<file path="config.mk">
export PLATFORM = sky130hd
export DESIGN_NAME = row_clear_scanner
export DESIGN_NICKNAME = d
export VERILOG_FILES = /design/src/rtl/row_clear_scanner.sv
export SDC_FILE = /design/constraint.sdc
export NUM_CORES = 1
export LEC_CHECK = 0
export BUFFER_PORTS_ARGS = -buffer_cell sky130_fd_sc_hd__buf_2
export CAP_MARGIN = 15
export CORE_ASPECT_RATIO = 1.5
export CORE_MARGIN = 1.5
export CORE_UTILIZATION = 42
export DETAILED_ROUTE_END_ITERATION = 16
export PLACE_DENSITY = 0.86
export SLEW_MARGIN = 30
export SYNTH_ARGS = -nofsm -noshare
export SYNTH_HDL_FRONTEND = slang
export SYNTH_SLANG_ARGS = --single-unit
</file>
<file path="constraint.sdc">
create_clock -name clk -period 7 [get_ports clk]
set_input_delay 0.7 -clock clk [delete_from_list [all_inputs] [get_ports clk]]
set_output_delay 0.7 -clock clk [all_outputs]
set_load 0.01 [all_outputs]
</file>
<file path="src/rtl/row_clear_scanner.sv">
`default_nettype none
// ============================================================================
// Module   : row_clear_scanner
// Brief    : Scans playfield rows bottom-up after a piece lands, finds groups
//            of up to four adjacent full rows, requests their clearing
//            synchronised to the vertical-sync falling edge, waits for the
//            playfield to settle and rescans until no full row remains.
//            Optional macro ROW_CLEAR_SCORE_EN enables the score accumulator.
// Revision : 1.0 - initial release
// ============================================================================
module row_clear_scanner #(
    parameter int          ROWS       = 20,
    parameter logic [15:0] BG_COLOR   = 16'h000F,
    parameter int          CLEAR_WAIT = 1024
) (
    input  logic              clk,
    input  logic              reset,
    input  logic              scan_start,
    input  logic              vs,
    input  logic              row_ready,
    input  logic [9:0][15:0]  read_reg,
    output logic              row_ld,
    output logic [7:0]        row,
    output logic              clear_the_row_ho,
    output logic [7:0]        clear_row,
    output logic [7:0]        clear_num_rows,
    output logic              busy,
    output logic              scan_done,
    output logic [4:0]        lines_cleared,
    output logic [15:0]       score
);

    localparam int          c_settle_w   = (CLEAR_WAIT > 1) ? $clog2(CLEAR_WAIT) : 1;
    localparam logic [c_settle_w-1:0] c_settle_last = c_settle_w'(CLEAR_WAIT - 1);
    localparam logic [7:0]  c_top_row    = 8'(ROWS - 1);

    typedef enum logic [2:0] {
        S_IDLE   = 3'd0,
        S_REQ    = 3'd1,
        S_WAIT   = 3'd2,
        S_EVAL   = 3'd3,
        S_CLEAR  = 3'd4,
        S_SETTLE = 3'd5,
        S_DONE   = 3'd6
    } state_t;

    state_t                  state_q, state_d;
    logic [7:0]              row_q, row_d;
    logic [2:0]              cnt_q, cnt_d;
    logic [7:0]              bottom_q, bottom_d;
    logic                    full_q, full_d;
    logic [7:0]              clear_row_q, clear_row_d;
    logic [7:0]              clear_num_q, clear_num_d;
    logic [4:0]              lines_q, lines_d;
    logic                    vs_seen_q, vs_seen_d;
    logic [c_settle_w-1:0]   settle_q, settle_d;
    logic                    row_ld_q, clear_ho_q, busy_q, scan_done_q;

    logic                    w_row_full;
    logic                    w_enter_clear;
    logic [2:0]              w_clr_cnt;
    logic [7:0]              w_clr_bottom;
    logic [5:0]              w_lines_sum;

    // A row is full only when no column holds the background value
    always_comb begin
        w_row_full = 1'b1;
        for (int c = 0; c < 10; c++) begin
            if (read_reg[c] == BG_COLOR) begin
                w_row_full = 1'b0;
            end
        end
    end

    // Next-state and datapath logic for the scan / clear / settle sequence
    always_comb begin
        state_d       = state_q;
        row_d         = row_q;
        cnt_d         = cnt_q;
        bottom_d      = bottom_q;
        full_d        = full_q;
        clear_row_d   = clear_row_q;
        clear_num_d   = clear_num_q;
        lines_d       = lines_q;
        vs_seen_d     = vs_seen_q;
        settle_d      = settle_q;
        w_enter_clear = 1'b0;
        w_clr_cnt     = cnt_q;
        w_clr_bottom  = bottom_q;
        w_lines_sum   = 6'd0;

        case (state_q)
            S_IDLE: begin
                if (scan_start) begin
                    row_d   = c_top_row;
                    cnt_d   = 3'd0;
                    lines_d = 5'd0;
                    state_d = S_REQ;
                end
            end
            S_REQ: state_d = S_WAIT;
            S_WAIT: begin
                if (row_ready) begin
                    full_d  = w_row_full;
                    state_d = S_EVAL;
                end
            end
            S_EVAL: begin
                if (full_q) begin
                    cnt_d = cnt_q + 3'd1;
                    if (cnt_q == 3'd0) begin
                        bottom_d = row_q;
                    end
                    if ((cnt_d == 3'd4) || (row_q == 8'd0)) begin
                        w_enter_clear = 1'b1;
                        w_clr_cnt     = cnt_d;
                        w_clr_bottom  = (cnt_q == 3'd0) ? row_q : bottom_q;
                    end else begin
                        row_d   = row_q - 8'd1;
                        state_d = S_REQ;
                    end
                end else if (cnt_q != 3'd0) begin
                    w_enter_clear = 1'b1;
                end else if (row_q == 8'd0) begin
                    state_d = S_DONE;
                end else begin
                    row_d   = row_q - 8'd1;
                    state_d = S_REQ;
                end
            end
            S_CLEAR: begin
                // Release only on a falling edge that follows a seen-high vs
                if (vs_seen_q && !vs) begin
                    state_d  = S_SETTLE;
                    settle_d = '0;
                end else if (vs) begin
                    vs_seen_d = 1'b1;
                end
            end
            S_SETTLE: begin
                if (settle_q == c_settle_last) begin
                    cnt_d   = 3'd0;
                    row_d   = c_top_row;
                    state_d = S_REQ;
                end else begin
                    settle_d = settle_q + 1'b1;
                end
            end
            S_DONE:  state_d = S_IDLE;
            default: state_d = S_IDLE;
        endcase

        // Group results are captured once, at the transition into CLEAR
        if (w_enter_clear) begin
            state_d     = S_CLEAR;
            clear_row_d = w_clr_bottom;
            clear_num_d = {5'd0, w_clr_cnt};
            w_lines_sum = {1'b0, lines_q} + {3'd0, w_clr_cnt};
            lines_d     = (w_lines_sum > 6'd31) ? 5'd31 : w_lines_sum[4:0];
            vs_seen_d   = vs;
        end
    end

    // State and datapath registers; outputs registered from the next state
    always_ff @(posedge clk) begin
        if (reset) begin
            state_q     <= S_IDLE;
            row_q       <= 8'd0;
            cnt_q       <= 3'd0;
            bottom_q    <= 8'd0;
            full_q      <= 1'b0;
            clear_row_q <= 8'd0;
            clear_num_q <= 8'd0;
            lines_q     <= 5'd0;
            vs_seen_q   <= 1'b0;
            settle_q    <= '0;
            row_ld_q    <= 1'b0;
            clear_ho_q  <= 1'b0;
            busy_q      <= 1'b0;
            scan_done_q <= 1'b0;
        end else begin
            state_q     <= state_d;
            row_q       <= row_d;
            cnt_q       <= cnt_d;
            bottom_q    <= bottom_d;
            full_q      <= full_d;
            clear_row_q <= clear_row_d;
            clear_num_q <= clear_num_d;
            lines_q     <= lines_d;
            vs_seen_q   <= vs_seen_d;
            settle_q    <= settle_d;
            row_ld_q    <= (state_d == S_REQ);
            clear_ho_q  <= (state_d == S_CLEAR);
            busy_q      <= (state_d != S_IDLE);
            scan_done_q <= (state_d == S_DONE);
        end
    end

`ifdef ROW_CLEAR_SCORE_EN
    logic [15:0] score_q, score_d;
    logic [15:0] w_score_inc;
    logic [16:0] w_score_sum;

    // Line-clear points by group size, saturating at the 16-bit maximum
    always_comb begin
        case (w_clr_cnt)
            3'd1:    w_score_inc = 16'd40;
            3'd2:    w_score_inc = 16'd100;
            3'd3:    w_score_inc = 16'd300;
            3'd4:    w_score_inc = 16'd1200;
            default: w_score_inc = 16'd0;
        endcase
        w_score_sum = {1'b0, score_q} + {1'b0, w_score_inc};
        score_d     = score_q;
        if (w_enter_clear) begin
            score_d = w_score_sum[16] ? 16'hFFFF : w_score_sum[15:0];
        end
    end

    // Score accumulator register
    always_ff @(posedge clk) begin
        if (reset) begin
            score_q <= 16'd0;
        end else begin
            score_q <= score_d;
        end
    end

    assign score = score_q;
`else
    assign score = 16'h0000;
`endif

    assign row_ld           = row_ld_q;
    assign row              = row_q;
    assign clear_the_row_ho = clear_ho_q;
    assign clear_row        = clear_row_q;
    assign clear_num_rows   = clear_num_q;
    assign busy             = busy_q;
    assign scan_done        = scan_done_q;
    assign lines_cleared    = lines_q;

endmodule
`default_nettype wire

</file>
==> reports/qor.txt <==
DR vias - 3711
initial antenna violation count - 0
port bufs - 192
internal power - 0.557 mW
Flop pwr share - 0.439
slew margin rel. - 0.534
origin of the critical flop-to-flop path - row[0]
critical path's largest stage delay - 510 ps
Initial Util - 0.436
Clock Latency Late Sink - 290 ps
fill cell count - 665
Avg Cell Area, Syn - 8.69 µm²
WS Path Type - reg -> reg
critical path cell sequence - inv_1 -> ha_1 -> nor3b_1 -> nand2_1 -> a21oi_2 -> xnor2_1 -> ha_1 -> inv_1 -> fa_1 -> nor2b_1 -> o21ai_0 -> nor2_1 -> a31oi_1 -> o21a_1
Finished Core Util - 0.578
post-route ant nets - 0
drt pass-1 iters - 9
worst path required time - 7190 ps
worst-margin pin slew - 699 ps
switching share of power - 0.269
met3 routed WL - 785 µm
f_max - 0.306 GHz
Synth Warn # - 0
Detailed Place HPWL - 8.49 mm
Top FF cell, synth - dfxtp_1
peak supply drop - 0.130 mV
# diodes - 0
Netlist cell types - 61
Comb power frac - 0.195
CTS resizes - 0
Vias per Instance - 5.54
XOR/XNOR share of the synthesized area - 0.0341
clk root buf - clkbuf_16
Synth area leader - dfxtp_1
Final #Nets - 742
crit path launch type - flop
switching power - 0.205 mW
asr flop ratio synth - 0
Hold Crit Class - reg -> reg
commonest non-fill, non-tap cells in the layout - buf_2, dfxtp_1, nor2_1, nor4_1, conb_1
Mapped Area - 0.00334 mm²
most common cell after layout, fill and taps aside - buf_2
final setup fails - 0
Worst setup EP type - flop
drt initial violations - 319
CP startpoint - row[0]
area grow syn2layout - 32.7%
Met1 Wirelength - 4.00 mm
wire length on met2 - 5.42 mm
CTS Buf Count - 5
final hold violations - 0
Ports - 214
top layer in use - met4
total routed wirelength - 10.4 mm
drt drc - 0
Horiz. Die Dim - 75.8 µm
EDFF count, synth - 0
htree depth - 2
status - finished clean
max-cap viol count - 0
GPL Wtd Cong - 0.995
CTS tree - built
Reg clk slew, reported paths - 70 ps
fin area - 0.00443 mm²
largest family of logic cells by synthesized area - simple AND/OR/NAND/NOR gates
maximum clock path buffer count - 2
Leak Pwr - 2.01 nW
Cell Rows - 39
area of the core - 0.00766 mm²
fin crit period - 3270 ps
All-Layer GR Usage - 0.242
Worst Skew - 6.13 ps
clk sinks - 54
die area - 0.00850 mm²
CTS hold repair buffers - 0
Compound-Gate Fraction of Synth Area - 0.138
Final Max Tran Viols - 0
Remaining Overflow, GRT - 0
post-detailed-route wirelength per cell - 15.6 µm
mux cell area share after synthesis - 0.0330
Synth Instances - 384
vias in the first global route - 3486
Worst path slowest cell - nor3b_1
post-CTS setup buffers - 0
share of the synthesized area in the top cell type - 0.324
Tot Pwr - 0.761 mW
clock power share - 0.366
Area contributors post-synth - dfxtp_1, buf_4, nor2_1
DP Area - 0.00425 mm²
flop2flop setup slack - 3730 ps
RSZ-0062 raised after global routing - false
cell area power density - 172 mW/mm²
Setup TNS - 0 ps
Tcrit/Tclk final - 0.467
pin count of the biggest net entering global routing - 38
first-pass GRT wire length - 15.9 mm
post-synthesis adder-cell area fraction - 0.0397
crit path DAT - 3450 ps
chip height - 112 µm
HP Start - vs_seen_q
crit path max fanout - 7
Simple-Gate Fraction of Synth Area - 0.341
layout cells sized above 1 - 0.387
Synth Register Bits - 54
sequential fraction of the synthesis area - 0.324
## metal layers
layer  vias to the layer above  GRT usage
li1                       1783          -
met1                      1689      0.286
met2                       218      0.424
met3                        21     0.0386
met4                         0     0.0917
met5                         -          0
## cells by family (layout without fill, tap and decap cells)
logic type,count (synthesis),after routing
simple gates,184,184
compound gates,64,64
flops,54,54
buf+inv,47,211
xor+xnor,13,13
mux,11,11
fa+ha+maj,10,10
other cells,1,21
## path summary, 6_finish.rpt
| kind | endpoint | cells after the start |
|---|---|---|
| min | vs_seen_q | 2 |
| max reg2reg | lines_cleared[4] | 14 |
| min reg2reg | vs_seen_q | 2 |
| max | lines_cleared[4] | 14 |
## flip-flops by register name (all words and copies together), names as in the netlist, 3 cells and up
register and flops:
row 8, lines_cleared 5, cnt_q 3, state_q 3, settle_q 10, bottom_q 8, clear_row 8, clear_num_rows 3
## power by group through the flow
stage	logic [mW]	registers, mW	clock network, mW
final	0.148	0.334	0.279
after global routing	0.162	0.336	0.298
after global placement	0.142	0.339	0
after detailed placement	0.145	0.341	0
after CTS	0.146	0.333	0.284
after floorplan	0.0890	0.336	0
## cell usage after synthesis, drive strengths merged, types with 11 or more instances
| cell type | count |
|---|---|
| nor4 | 25 |
| and4b | 11 |
| o21ai | 11 |
| mux2i | 11 |
| buf | 31 |
| nor2 | 40 |
| nor3 | 13 |
| nand3 | 11 |
| nand2 | 17 |
| a21oi | 19 |
| nor4b | 12 |
| nand4 | 17 |
| dfxtp | 54 |
## area by class of cell
type,instances,area [µm²],share of cell area
multi-input combinational,303,2050,0.462
timing repair buffer,193,968,0.219
tap,102,128,0.0288
inverter,10,37.5,0.00847
clock inverter,3,43.8,0.00989
clock buffer,5,125,0.0282
sequential,54,1080,0.244
## metrics by stage
step	instances	setup slack, ps	hold slack, ps
after floorplan	404	4210	432
after global placement	662	3970	437
after detailed placement	662	3850	443
after CTS	670	3800	452
after global routing	670	3490	467
final	670	3730	453
## worst max-delay path: cells and delay by family (launching register included)
| kind | cells | cell delay (ps) |
|---|---|---|
| AND/OR/NAND/NOR | 4 | 1050 |
| adder cells (fa/ha/maj) | 3 | 790 |
| flip-flops | 1 | 380 |
| XOR/XNOR | 1 | 180 |
| buffers and inverters | 2 | 150 |
| AO/OA/AOI/OAI | 4 | 610 |
No activity file was read; power rests on OpenSTA's default activity.
